--- config.mk ---
export PLATFORM = sky130hd
export DESIGN_NAME = doitgen_operand_loader
export DESIGN_NICKNAME = d
export VERILOG_FILES = /design/src/rtl/doitgen_pkg.sv /design/src/rtl/doitgen_operand_loader.sv
export SDC_FILE = /design/constraint.sdc
export NUM_CORES = 1
export LEC_CHECK = 0
export ABC_AREA = 1
export CAP_MARGIN = 20
export CORE_UTILIZATION = 49
export CTS_BUF_LIST = sky130_fd_sc_hd__clkbuf_16
export DETAILED_ROUTE_END_ITERATION = 6
export PLACE_DENSITY = 0.8
export SLEW_MARGIN = 20
export SYNTH_ARGS = -nofsm -noshare
export SYNTH_HDL_FRONTEND = slang
export SYNTH_SLANG_ARGS = --single-unit
--- constraint.sdc ---
create_clock -name clk -period 2.5 [get_ports clk]
set_clock_uncertainty 0.15 [all_clocks]
set_input_delay 0.5 -clock clk [delete_from_list [all_inputs] [get_ports clk]]
set_output_delay 0.5 -clock clk [all_outputs]
set_load 0.05 [all_outputs]
--- src/rtl/doitgen_pkg.sv ---
// Shared dimensions and loader state encoding for the doitgen operand path.
// Default tensor sizes plus widths derived from them.
package doitgen_pkg;

  localparam int DOIT_DW = 8;
  localparam int DOIT_NR = 2;
  localparam int DOIT_NQ = 2;
  localparam int DOIT_NP = 2;

  localparam int NA  = DOIT_NR * DOIT_NQ * DOIT_NP;
  localparam int NX  = DOIT_NP * DOIT_NP;
  localparam int A_W = NA * DOIT_DW;
  localparam int X_W = NX * DOIT_DW;

  typedef enum logic [1:0] {
    LOAD_A,
    LOAD_X,
    PRESENT,
    DRAIN
  } ld_state_e;

  function automatic int cnt_w(input int a, input int b);
    int m;
    m = (a > b) ? a : b;
    return (m > 1) ? $clog2(m) : 1;
  endfunction

endpackage

--- src/rtl/doitgen_operand_loader.sv ---
// Byte-serial loader that packs one A tensor and one X matrix frame,
// dropping frames whose in_last marker is misplaced.
module doitgen_operand_loader
  import doitgen_pkg::*;
#(
  parameter int DW = DOIT_DW,
  parameter int NR = DOIT_NR,
  parameter int NQ = DOIT_NQ,
  parameter int NP = DOIT_NP
) (
  input  logic                  clk,
  input  logic                  rst,
  input  logic                  in_valid,
  output logic                  in_ready,
  input  logic [DW-1:0]         in_data,
  input  logic                  in_last,
  output logic                  out_valid,
  input  logic                  out_ready,
  output logic [NR*NQ*NP*DW-1:0] out_a,
  output logic [NP*NP*DW-1:0]   out_x,
  output logic                  err_frame
);

  localparam int EA = NR * NQ * NP;
  localparam int EX = NP * NP;
  localparam int AW = EA * DW;
  localparam int XW = EX * DW;
  localparam int CW = cnt_w(EA, EX);

  ld_state_e       state_q, state_d;
  logic [CW-1:0]   cnt_q, cnt_d;
  logic            err_q, err_d;
  logic [AW-1:0]   a_q;
  logic [XW-1:0]   x_q;
  logic            acc;

  assign acc = in_valid && in_ready;

  // state, element counter and error pulse registers
  always_ff @(posedge clk) begin
    if (rst) begin
      state_q <= LOAD_A;
      cnt_q   <= '0;
      err_q   <= 1'b0;
    end else begin
      state_q <= state_d;
      cnt_q   <= cnt_d;
      err_q   <= err_d;
    end
  end

  // frame sequencing: count elements, check the in_last position
  always_comb begin
    state_d = state_q;
    cnt_d   = cnt_q;
    err_d   = 1'b0;
    unique case (state_q)
      LOAD_A: begin
        if (acc) begin
          if (in_last) begin
            err_d   = 1'b1;
            cnt_d   = '0;
          end else if (cnt_q == CW'(EA - 1)) begin
            state_d = LOAD_X;
            cnt_d   = '0;
          end else begin
            cnt_d   = cnt_q + 1'b1;
          end
        end
      end
      LOAD_X: begin
        if (acc) begin
          cnt_d = '0;
          if (cnt_q == CW'(EX - 1)) begin
            if (in_last) begin
              state_d = PRESENT;
            end else begin
              state_d = DRAIN;
              err_d   = 1'b1;
            end
          end else if (in_last) begin
            state_d = LOAD_A;
            err_d   = 1'b1;
          end else begin
            cnt_d   = cnt_q + 1'b1;
          end
        end
      end
      PRESENT: begin
        if (out_ready) begin
          state_d = LOAD_A;
          cnt_d   = '0;
        end
      end
      DRAIN: begin
        if (acc && in_last) begin
          state_d = LOAD_A;
          cnt_d   = '0;
        end
      end
      default: begin
        state_d = LOAD_A;
        cnt_d   = '0;
      end
    endcase
  end

  // handshake outputs decoded from the current state
  always_comb begin
    in_ready  = 1'b0;
    out_valid = 1'b0;
    unique case (state_q)
      LOAD_A, LOAD_X, DRAIN: in_ready = !rst;
      PRESENT:               out_valid = 1'b1;
      default:               in_ready = 1'b0;
    endcase
  end

  // write each accepted byte straight into its MSB-first slot
  always_ff @(posedge clk) begin
    if (rst) begin
      a_q <= '0;
      x_q <= '0;
    end else if (acc) begin
      for (int i = 0; i < EA; i++) begin
        if (state_q == LOAD_A && cnt_q == CW'(i))
          a_q[AW-1-i*DW -: DW] <= in_data;
      end
      for (int j = 0; j < EX; j++) begin
        if (state_q == LOAD_X && cnt_q == CW'(j))
          x_q[XW-1-j*DW -: DW] <= in_data;
      end
    end
  end

  assign out_a     = a_q;
  assign out_x     = x_q;
  assign err_frame = err_q;

endmodule

==> impl_results.md, run 1 <==
* Final HPWL DP at 7060 µm
* Post-CTS Hold Buffers at 0
* Largest net degree at the start of global routing at 102
* Initial cell density of the core at 0.515
* Initial DRC count at 186
* Die Wd at 95.9 µm
* Port bufs at 111
* Synth cell types at 22
* Antenna-violating nets left at 0
* Reg power frac at 0.495
* DIE HEIGHT at 95.9 µm
* Period minus WS final at 2180 ps
* Outcome: completed
* Initial antenna violation count at 0
* Crit. End Element: primary output
* Standard-cell rows at 33
* CTS tree: yes
* Wire per inst at 12.7 µm
* First-pass GRT wire length at 16800 µm
* VDD IR-drop max at 0.000403 V
* Vias/cell at 4.80
* Post CTS Setup Buffer Count at 0
* Worst Path Arrival at 1530 ps
* Max FO, Critical Path at 2
* Share of cells above drive strength 1 at 0.0631
* RSZ-0062 raised after global routing: no
* Nature of the critical path startpoint: register
* Setup_tns at 0 ps
* Die ar. at 0.00919 mm²
* Post_cts resized at 0
* Io pins at 112
* CP top delay family: buffers and inverters
* Average cell area after synthesis at 6.95 µm²
* Pins Over Slew Limit at 0
* Worst-path clk slew at 70 ps
* Overall routing resource usage at 0.239
* CTS max path bufs at 2
* Residual DRC at 0
* Power share of the clock group at 0.397
* NumNets Final at 745
* Synth Instances at 621
* Slowest CP cell: clkdlybuf4s50_1
* Antenna diodes at 0
* Hold Worst Slack at 331 ps
* Layout area overhead at 33.9%
* Vias in the first global route at 3572
* TritonCTS buffer count at 9
* Sw power at 912 µW
* CTS Sinks at 102
* Data required time at the worst endpoint at 1850 ps
* Period Utilization, post-route at 0.872
* Register area share after synthesis at 0.473
* Fmax at 0.459 GHz
* RePlAce Congestion at 0.867
* Pint at 2.46 mW
* Power density over the cells at 583 mW/mm²
* Global route overflow at 0
* Core footprint at 0.00838 mm²
* Drt pass-1 iters at 5
* Syn nets at 642
* WP buf/inv at 1
* Root buffer cell: clkbuf_16
* Static Leak at 2.44 nW
* Routed WL at 10600 µm
* HP Class: register to register
* WS Path Type: register to primary output
* Insertion delay to the later sink of the worst-skew pair at 340 ps
* Vias at 4000
* Logic pwr share at 0.108
* H-tree depth at 3
* FILL cells at 726
* Post-route setup slack at 320 ps
* Synth Warn # at 0
* Synthesized area at 0.00432 mm²
* Max cap viols at 0
* Post-synthesis sequential element count at 102
* Slew HR at 0.350
* Final setup viols at 0
* Leading cell type in the layout, fill and taps excluded: nand2_1
* Slew @ Worst Pin at 975 ps
* Critical path cell sequence: clkdlybuf4s50_1
* Post-place setup slack at 62.2 ps
* Sw Share at 0.271
* Most frequent cells in the layout: nand2_1 (215), nor2_1 (209), clkdlybuf4s50_1 (109), dfxtp_1 (102), inv_1 (21)
* Hold Vio Cnt, Final at 0
* CP peak stage delay at 820 ps
[synthesized netlist by cell type]
| cell type | count | share of area |
|---|---|---|
| nor2_2 | 1 | 0.0014 |
| nand2_1 | 215 | 0.19 |
| nand3b_1 | 1 | 0.0017 |
| nand4_1 | 1 | 0.0014 |
| buf_6 | 4 | 0.010 |
| nand3_1 | 9 | 0.010 |
| nor3b_4 | 3 | 0.013 |
| clkbuf_1 | 13 | 0.011 |
| a21oi_1 | 4 | 0.0046 |
| nor3_1 | 1 | 0.0012 |
| nor2_1 | 209 | 0.18 |
| nand2_4 | 1 | 0.0026 |
| buf_1 | 6 | 0.0052 |
| nor3_4 | 9 | 0.034 |
| dfxtp_1 | 102 | 0.47 |
| inv_1 | 22 | 0.019 |
| nand3_4 | 1 | 0.0041 |
| buf_2 | 5 | 0.0058 |
| o21ai_0 | 1 | 0.0012 |
| inv_2 | 1 | 0.00087 |
| buf_4 | 4 | 0.0070 |
| ha_1 | 8 | 0.023 |
[registers in the layout, indices dropped and copies added (netlist names)]
name	flops
err_frame	1
state_q	2
out_a	64
out_x	32
cnt_q	3
[cell type report]
| class | count | area (µm²) | share of cell area |
|---|---|---|---|
| multi-input cells | 464 | 2020 | 0.349 |
| clock inverters | 7 | 56.3 | 0.00974 |
| well taps | 105 | 131 | 0.0227 |
| inverters | 23 | 86.3 | 0.0149 |
| clock buffers | 9 | 225 | 0.0390 |
| repair buffers | 124 | 1220 | 0.211 |
| flip-flops and latches | 102 | 2040 | 0.353 |
[power groups by stage]
stage / clock network, mW / registers [mW] / logic (mW)
5_1_grt: 1.41 / 1.67 / 0.395
3_5_place_dp: 0 / 1.71 / 0.365
3_3_place_gp: 0 / 1.71 / 0.357
2_1_floorplan: 0 / 1.79 / 0.170
4_1_cts: 1.35 / 1.67 / 0.367
6_report: 1.34 / 1.67 / 0.364
[per-stage QoR]
stage | instances | area (µm²) | util | power, mW
after floorplan | 621 | 4320 | - | 1.96
final | 834 | 5780 | 0.690 | 3.37
after detailed placement | 818 | 5500 | 0.656 | 2.07
after global placement | 818 | 5500 | 0.656 | 2.06
after CTS | 834 | 5780 | 0.689 | 3.38
after global routing | 834 | 5780 | 0.690 | 3.48
[path summary, 6_finish.rpt]
| path | start | to | slack, ps | depth (start not counted) |
|---|---|---|---|---|
| max | out_a[48]$_SDFFE_PP0P_ | out_a[48] | 320 | 1 |
| min | out_a[29]$_SDFFE_PP0P_ | out_a[29]$_SDFFE_PP0P_ | 330 | 2 |
| max reg2reg | cnt_q[0]$_SDFFE_PP0P_ | out_x[5]$_SDFFE_PP0P_ | 450 | 7 |
| min reg2reg | out_a[29]$_SDFFE_PP0P_ | out_a[29]$_SDFFE_PP0P_ | 330 | 2 |
[logic make-up (layout without fill, tap and decap cells)]
logic type,count (synthesis),in the layout,share of synthesized area
AND/OR/NAND/NOR,451,451,0.438
flip-flops,102,102,0.473
buffers and inverters,55,163,0.0597
adder cells (fa/ha/maj),8,8,0.0232
AO/OA/AOI/OAI,5,5,0.00579
[metal layers]
| metal | track usage | up-vias | routed length, µm |
|---|---|---|---|
| met3 | 0.0324 | 13 | 674 |
| met5 | 0 | - | 0 |
| met2 | 0.427 | 120 | 5390 |
| met1 | 0.290 | 1800 | 4350 |
| met4 | 0.0908 | 0 | 158 |
| li1 | - | 2067 | - |
Power figures use the tool's default switching activity.
==> run 2, diff against run 1 <==
--- a/config.mk
+++ b/config.mk
@@ -7,10 +7,10 @@
 export LEC_CHECK = 0
 export ABC_AREA = 1
 export CAP_MARGIN = 20
-export CORE_UTILIZATION = 49
+export CORE_UTILIZATION = 52
 export CTS_BUF_LIST = sky130_fd_sc_hd__clkbuf_16
 export DETAILED_ROUTE_END_ITERATION = 6
-export PLACE_DENSITY = 0.8
+export PLACE_DENSITY = 0.84
 export SLEW_MARGIN = 20
 export SYNTH_ARGS = -nofsm -noshare
 export SYNTH_HDL_FRONTEND = slang
==> constraint.sdc (replaced) <==
create_clock -name clk -period 2.65 [get_ports clk]
set_clock_uncertainty 0.15 [all_clocks]
set_input_delay 0.53 -clock clk [delete_from_list [all_inputs] [get_ports clk]]
set_output_delay 0.53 -clock clk [all_outputs]
set_load 0.05 [all_outputs]
==> impl_results.md, run 2 (synthesis gave the netlist of run 1 again) <==
* Setup_tns at 0 ps (unchanged)
* Pins Over Slew Limit at 0 (unchanged)
* Root buffer cell: clkbuf_16
* Finished Layout Cells at 825 (-1.1%)
* Reg power frac at 0.491 (-0.004)
* Period minus WS final at 2520 ps
* Slew HR at 0.349 (-0.000672)
* Power share of the clock group at 0.400 (+0.003)
* Min-Delay Path Depth at 2 (unchanged)
* Final setup viols at 0 (unchanged)
* Largest net degree at the start of global routing at 102 (unchanged)
* Power density over the cells at 558 mW/mm² (-4.2%)
* Vias in the first global route at 3597 (+0.70%)
* Placed Cells at 810 (-0.98%)
* Logic pwr share at 0.109 (about the same)
* Nature of the critical path startpoint: register
* CP top delay family: buffers and inverters
* Initial antenna violation count at 0 (unchanged)
* FILL cells at 617 (-15%)
* DIE HEIGHT at 93.1 µm (-2.9%)
* Outcome: completed
* R2R Setup Slk at 560 ps (+110 ps)
* Crit. path cell count at 3 (+2)
* NumNets Final at 740 (-0.67%)
* CTS Sinks at 102 (unchanged)
* WP buf/inv at 2 (+1)
* Initial cell density of the core at 0.547 (+0.0323)
* Fmax at 0.397 GHz
* Post-route design area at 0.00574 mm² (-0.65%)
* Max cap viols at 0 (unchanged)
* HP Class: register to register
* Antenna-violating nets left at 0 (unchanged)
* CP peak stage delay at 800 ps (-20 ps)
* Die Wd at 93.1 µm (-2.9%)
* Post-CTS Hold Buffers at 0 (unchanged)
* H-tree depth at 3 (unchanged)
* Routed WL at 10800 µm (+1.8%)
* Standard-cell rows at 32 (-3.0%)
* R2R cell count at 7 (unchanged)
* Io pins at 112 (unchanged)
* Post_cts resized at 0 (unchanged)
* First-pass GRT wire length at 17400 µm (+3.8%)
* Insertion delay to the later sink of the worst-skew pair at 330 ps (about the same)
* Power, Total at 3.21 mW (-4.9%)
* Die ar. at 0.00867 mm² (-5.6%)
* Worst R2R End: out_x[6]$_SDFFE_PP0P_
* Pint at 2.40 mW (-2.5%)
* Share of cells above drive strength 1 at 0.0553 (-0.00778)
* Final HPWL DP at 7160 µm (+1.4%)
* VDD IR-drop max at 0.000363 V (-9.9%)
* Worst Path Arrival at 1840 ps (+310 ps)
* Sw Share at 0.253 (-0.0179)
* Largest register FFs at 64 (unchanged)
* Hold wc startpoint: out_x[23]$_SDFFE_PP0P_
* Leading cell type in the layout, fill and taps excluded: nand2_1
* Post CTS Setup Buffer Count at 0 (unchanged)
* TritonCTS buffer count at 9 (unchanged)
* Period Utilization, post-route at 0.950
* Vias/cell at 4.85 (+1.2%)
* RSZ-0062 raised after global routing: no
* Initial DRC count at 154 (-17%)
* WS Path Type: register to primary output
* Worst r2r src: cnt_q[0]$_SDFFE_PP0P_
* Hold Vio Cnt, Final at 0 (unchanged)
* Overall routing resource usage at 0.257 (+0.0187)
* Data required time at the worst endpoint at 1970 ps (+120 ps)
* Drt pass-1 iters at 5 (unchanged)
* CTS tree: yes
* Most frequent cells in the layout: nand2_1 (215), nor2_1 (209), clkdlybuf4s50_1 (110), dfxtp_1 (102), inv_1 (22)
* Port bufs at 111 (unchanged)
* RePlAce Congestion at 0.855 (-1.4%)
* Min-Delay Endpoint: out_x[23]$_SDFFE_PP0P_
* Layout area overhead at 33.0%
* Residual DRC at 0 (unchanged)
* CTS max path bufs at 2 (unchanged)
* Crit. End Element: primary output
* Slew @ Worst Pin at 976 ps (+1.01 ps)
* Slowest CP cell: clkdlybuf4s50_1
* Max FO, Critical Path at 7 (+5)
* Sw power at 810 µW (-11%)
* Antenna diodes at 0 (unchanged)
* Static Leak at 2.39 nW (-1.7%)
* Util after Layout at 0.728 (+0.0385)
* Global route overflow at 0 (unchanged)
* Worst-path clk slew at 60 ps (about the same)
* Placed cell areas at 0.00546 mm² (-0.75%)
* Core footprint at 0.00789 mm² (-5.9%)
* Critical path cell sequence: nand2_4 -> inv_1 -> clkdlybuf4s50_1
* Vias at 4004 (+0.10%)
* Wire per inst at 13.0 µm (+2.9%)
## run 2: changes by cell type in the layout (fill, tap and decap cells not counted), sizes merged
cell	change
buf	-5
bufinv	+1
clkdlybuf4s50	+1
clkinv	-1
dlymetal6s2s	-1
inv	-1
## run 2: cell type report
| class | instances | area [µm²] | area share |
|---|---|---|---|
| inverter | 23 | 86.3 | 0.0150 |
| multi-input combinational | 464 | 2020 | 0.351 |
| clock buffer | 9 | 225 | 0.0392 |
| sequential | 102 | 2040 | 0.356 |
| tap | 102 | 128 | 0.0222 |
| clock inverter | 6 | 62.6 | 0.0109 |
| timing repair buffer | 119 | 1180 | 0.206 |
## run 2: power groups by stage
stage | registers (mW) | clock network [mW] | logic, mW
after CTS | 1.58 | 1.30 | 0.348
after global placement | 1.61 | 0 | 0.340
final | 1.58 | 1.28 | 0.348
after detailed placement | 1.61 | 0 | 0.346
after global routing | 1.58 | 1.35 | 0.377
after floorplan | 1.69 | 0 | 0.160
## run 2: worst max path at each step
stage                                       start                     end  slack [ps]
final                     state_q[1]$_SDFFE_PP0P_               out_valid         130
after global routing      state_q[1]$_SDFFE_PP0P_               out_valid          60
after CTS                 state_q[1]$_SDFFE_PP0P_               out_valid         130
after detailed placement                 in_valid   out_a[5]$_SDFFE_PP0P_         170
after global placement                   in_valid  out_x[26]$_SDFFE_PP0P_         280
after floorplan           state_q[0]$_SDFFE_PP0P_                in_ready         480
## run 2: layer usage
layer / vias to the layer above / global-route usage / wire (µm)
met2: 138 / 0.453 / 5540
li1: 2053 / - / -
met5: - / 0 / 0
met1: 1793 / 0.319 / 4480
met4: 0 / 0.0962 / 216
met3: 20 / 0.0341 / 517
## run 2: worst register-to-register path: stages, from the launching register on
cell and delay (ps):
dfxtp_1 470, ha_1 240, ha_1 190, inv_1 160, nor3_4 530, nand2_1 110, nand2_1 90, nor2_1 60
## run 2: metrics by stage
stage,worst slack [ps],hold slack [ps]
floorplan,478,352
global placement,283,311
detailed placement,175,321
CTS,131,335
global route,63.2,357
finish,132,333
==> run 3, diff against run 2 <==
--- a/config.mk
+++ b/config.mk
@@ -7,8 +7,10 @@
 export LEC_CHECK = 0
 export ABC_AREA = 1
 export CAP_MARGIN = 20
+export CORE_ASPECT_RATIO = 0.5
 export CORE_UTILIZATION = 52
 export CTS_BUF_LIST = sky130_fd_sc_hd__clkbuf_16
+export CTS_CLUSTER_SIZE = 12
 export DETAILED_ROUTE_END_ITERATION = 6
 export PLACE_DENSITY = 0.84
 export SLEW_MARGIN = 20
==> impl_results.md, run 3 (synthesis gave the netlist of run 1 again) <==
* Standard-cell rows at 23 (-28%)
* Final HPWL DP at 7040 µm (-1.6%)
* Post-CTS Hold Buffers at 0 (unchanged)
* Io pins at 112 (unchanged)
* Hold Worst Slack at 331 ps (-1.78 ps)
* Drt pass-1 iters at 5 (unchanged)
* Layout area overhead at 34.3%
* Power density over the cells at 588 mW/mm² (+5.4%)
* Global route overflow at 0 (unchanged)
* Vias/cell at 4.72 (-2.7%)
* Insertion delay to the later sink of the worst-skew pair at 340 ps (about the same)
* Crit. End Element: primary output
* Static Leak at 2.42 nW (+0.94%)
* Post_cts resized at 0 (unchanged)
* H-tree depth at 3 (unchanged)
* Worst-path clk slew at 70 ps (about the same)
* CP peak stage delay at 800 ps (about the same)
* Nature of the critical path startpoint: register
* HP Class: register to register
* Worst r2r src: state_q[0]$_SDFFE_PP0P_
* Die ar. at 0.00869 mm² (+0.25%)
* Outcome: completed
* Core footprint at 0.00803 mm² (+1.8%)
* Most frequent cells in the layout: nand2_1 (215), nor2_1 (209), clkdlybuf4s50_1 (110), dfxtp_1 (102), inv_1 (22)
* WS Path Type: register to primary output
* Worst R2R End: out_x[12]$_SDFFE_PP0P_
* Area of the multi-input gates at 0.00202 mm² (unchanged)
* DIE HEIGHT at 66.4 µm (-29%)
* Slowest CP cell: clkdlybuf4s50_1
* WP buf/inv at 2 (unchanged)
* Initial cell density of the core at 0.538 (-0.00964)
* Slew @ Worst Pin at 1030 ps (+51.0 ps)
* Overall routing resource usage at 0.260 (+0.00305)
* CTS tree: yes
* Initial antenna violation count at 0 (unchanged)
* TritonCTS buffer count at 9 (unchanged)
* CP top delay family: buffers and inverters
* Final setup viols at 0 (unchanged)
* Wire per inst at 12.9 µm (-1.4%)
* Power, Total at 3.41 mW (+6.4%)
* Pins Over Slew Limit at 0 (unchanged)
* CTS Sinks at 102 (unchanged)
* Residual DRC at 0 (unchanged)
* Antenna diodes at 0 (unchanged)
* Largest register FFs at 64 (unchanged)
* Hold wc startpoint: out_a[36]$_SDFFE_PP0P_
* R2R Setup Slk at 560 ps (about the same)
* Critical path cell sequence: nand2_4 -> inv_1 -> clkdlybuf4s50_1
* Period minus WS final at 2500 ps (-19.9 ps)
* Post CTS Setup Buffer Count at 0 (unchanged)
* Min-Delay Path Depth at 2 (unchanged)
* Fmax at 0.400 GHz (+0.80%)
* Share of cells above drive strength 1 at 0.0539 (-0.00138)
* Post-route setup slack at 152 ps (+19.9 ps)
* Period Utilization, post-route at 0.943 (-0.00751)
* Data required time at the worst endpoint at 1970 ps (about the same)
* Sequential Area at 0.00204 mm² (unchanged)
* Die Wd at 131 µm (+41%)
* Slew HR at 0.315 (-0.0340)
* Min-Delay Endpoint: out_a[36]$_SDFFE_PP0P_
* Vias in the first global route at 3446 (-4.2%)
* CTS max path bufs at 2 (unchanged)
* VDD IR-drop max at 0.000380 V (+4.5%)
* RSZ-0062 raised after global routing: no
* Hold Vio Cnt, Final at 0 (unchanged)
* Initial DRC count at 303 (+97%)
* Largest net degree at the start of global routing at 102 (unchanged)
* Antenna-violating nets left at 0 (unchanged)
* First-pass GRT wire length at 16800 µm (-3.2%)
* Root buffer cell: clkbuf_16
* Setup_tns at 0 ps (unchanged)
* Port bufs at 111 (unchanged)
* Worst Path Arrival at 1820 ps (-20 ps)
* Max FO, Critical Path at 7 (unchanged)
* Max cap viols at 0 (unchanged)
* Routed WL at 10700 µm (-0.20%)
* R2R cell count at 7 (unchanged)
* Vias at 3944 (-1.5%)
* Post-place setup slack at 158 ps (-16.9 ps)
* Util after Layout at 0.722 (-0.00581)
* NumNets Final at 739 (-0.14%)
* RePlAce Congestion at 0.912 (+6.7%)
* FILL cells at 618 (+0.16%)
* Leading cell type in the layout, fill and taps excluded: nand2_1
[run 3: cell types whose count changed in the layout (fill, tap and decap cells not counted)]
cell | previous run | this run
bufinv_16 | 1 | 3
clkinvlp_4 | 2 | 1
buf_4 | 8 | 7
clkinv_1 | 0 | 1
clkinv_2 | 1 | 0
inv_6 | 1 | 0
clkinv_4 | 0 | 1
[run 3: power by group]
part           internal (mW)  total (mW)  switching (mW)
Clock                  0.918        1.49           0.574
Sequential              1.56        1.58          0.0166
Combinational          0.111       0.346           0.235
Total                   2.59        3.41           0.825
[run 3: tightest hold or removal path, stage by stage, from the launching register on]
cell and delay (ps):
dfxtp_1 330, nor2_1 50, nor2_1 80
[run 3: layout make-up]
type	count	area share
Multi-Input combinational cell	464	0.348
Sequential cell	102	0.352
Timing Repair Buffer	118	0.202
Clock inverter	7	0.0196
Inverter	23	0.0149
Clock buffer	9	0.0388
Tap cell	112	0.0242
[run 3: worst max path at each step]
| stage | start | end | cells past startpoint |
|---|---|---|---|
| 2_1_floorplan | state_q[0]$_SDFFE_PP0P_ | in_ready | 4 |
| 3_3_place_gp | in_valid | out_x[15]$_SDFFE_PP0P_ | 6 |
| 3_5_place_dp | in_valid | out_x[11]$_SDFFE_PP0P_ | 6 |
| 4_1_cts | state_q[1]$_SDFFE_PP0P_ | out_valid | 3 |
| 5_1_grt | state_q[1]$_SDFFE_PP0P_ | out_valid | 3 |
| 6_report | state_q[1]$_SDFFE_PP0P_ | out_valid | 3 |
[run 3: routing by layer]
metal / GRT usage / up-vias / wire length [µm]
met5: 0 / - / 0
met4: 0.0805 / 0 / 158
met3: 0.0623 / 14 / 506
met2: 0.431 / 107 / 5160
met1: 0.336 / 1773 / 4920
li1: - / 2050 / -
[run 3: through the flow]
stage                     cells  area, µm²
after floorplan             621       4320
after global placement      819       5460
after detailed placement    819       5460
after CTS                   835       5800
after global routing        835       5800
final                       835       5800
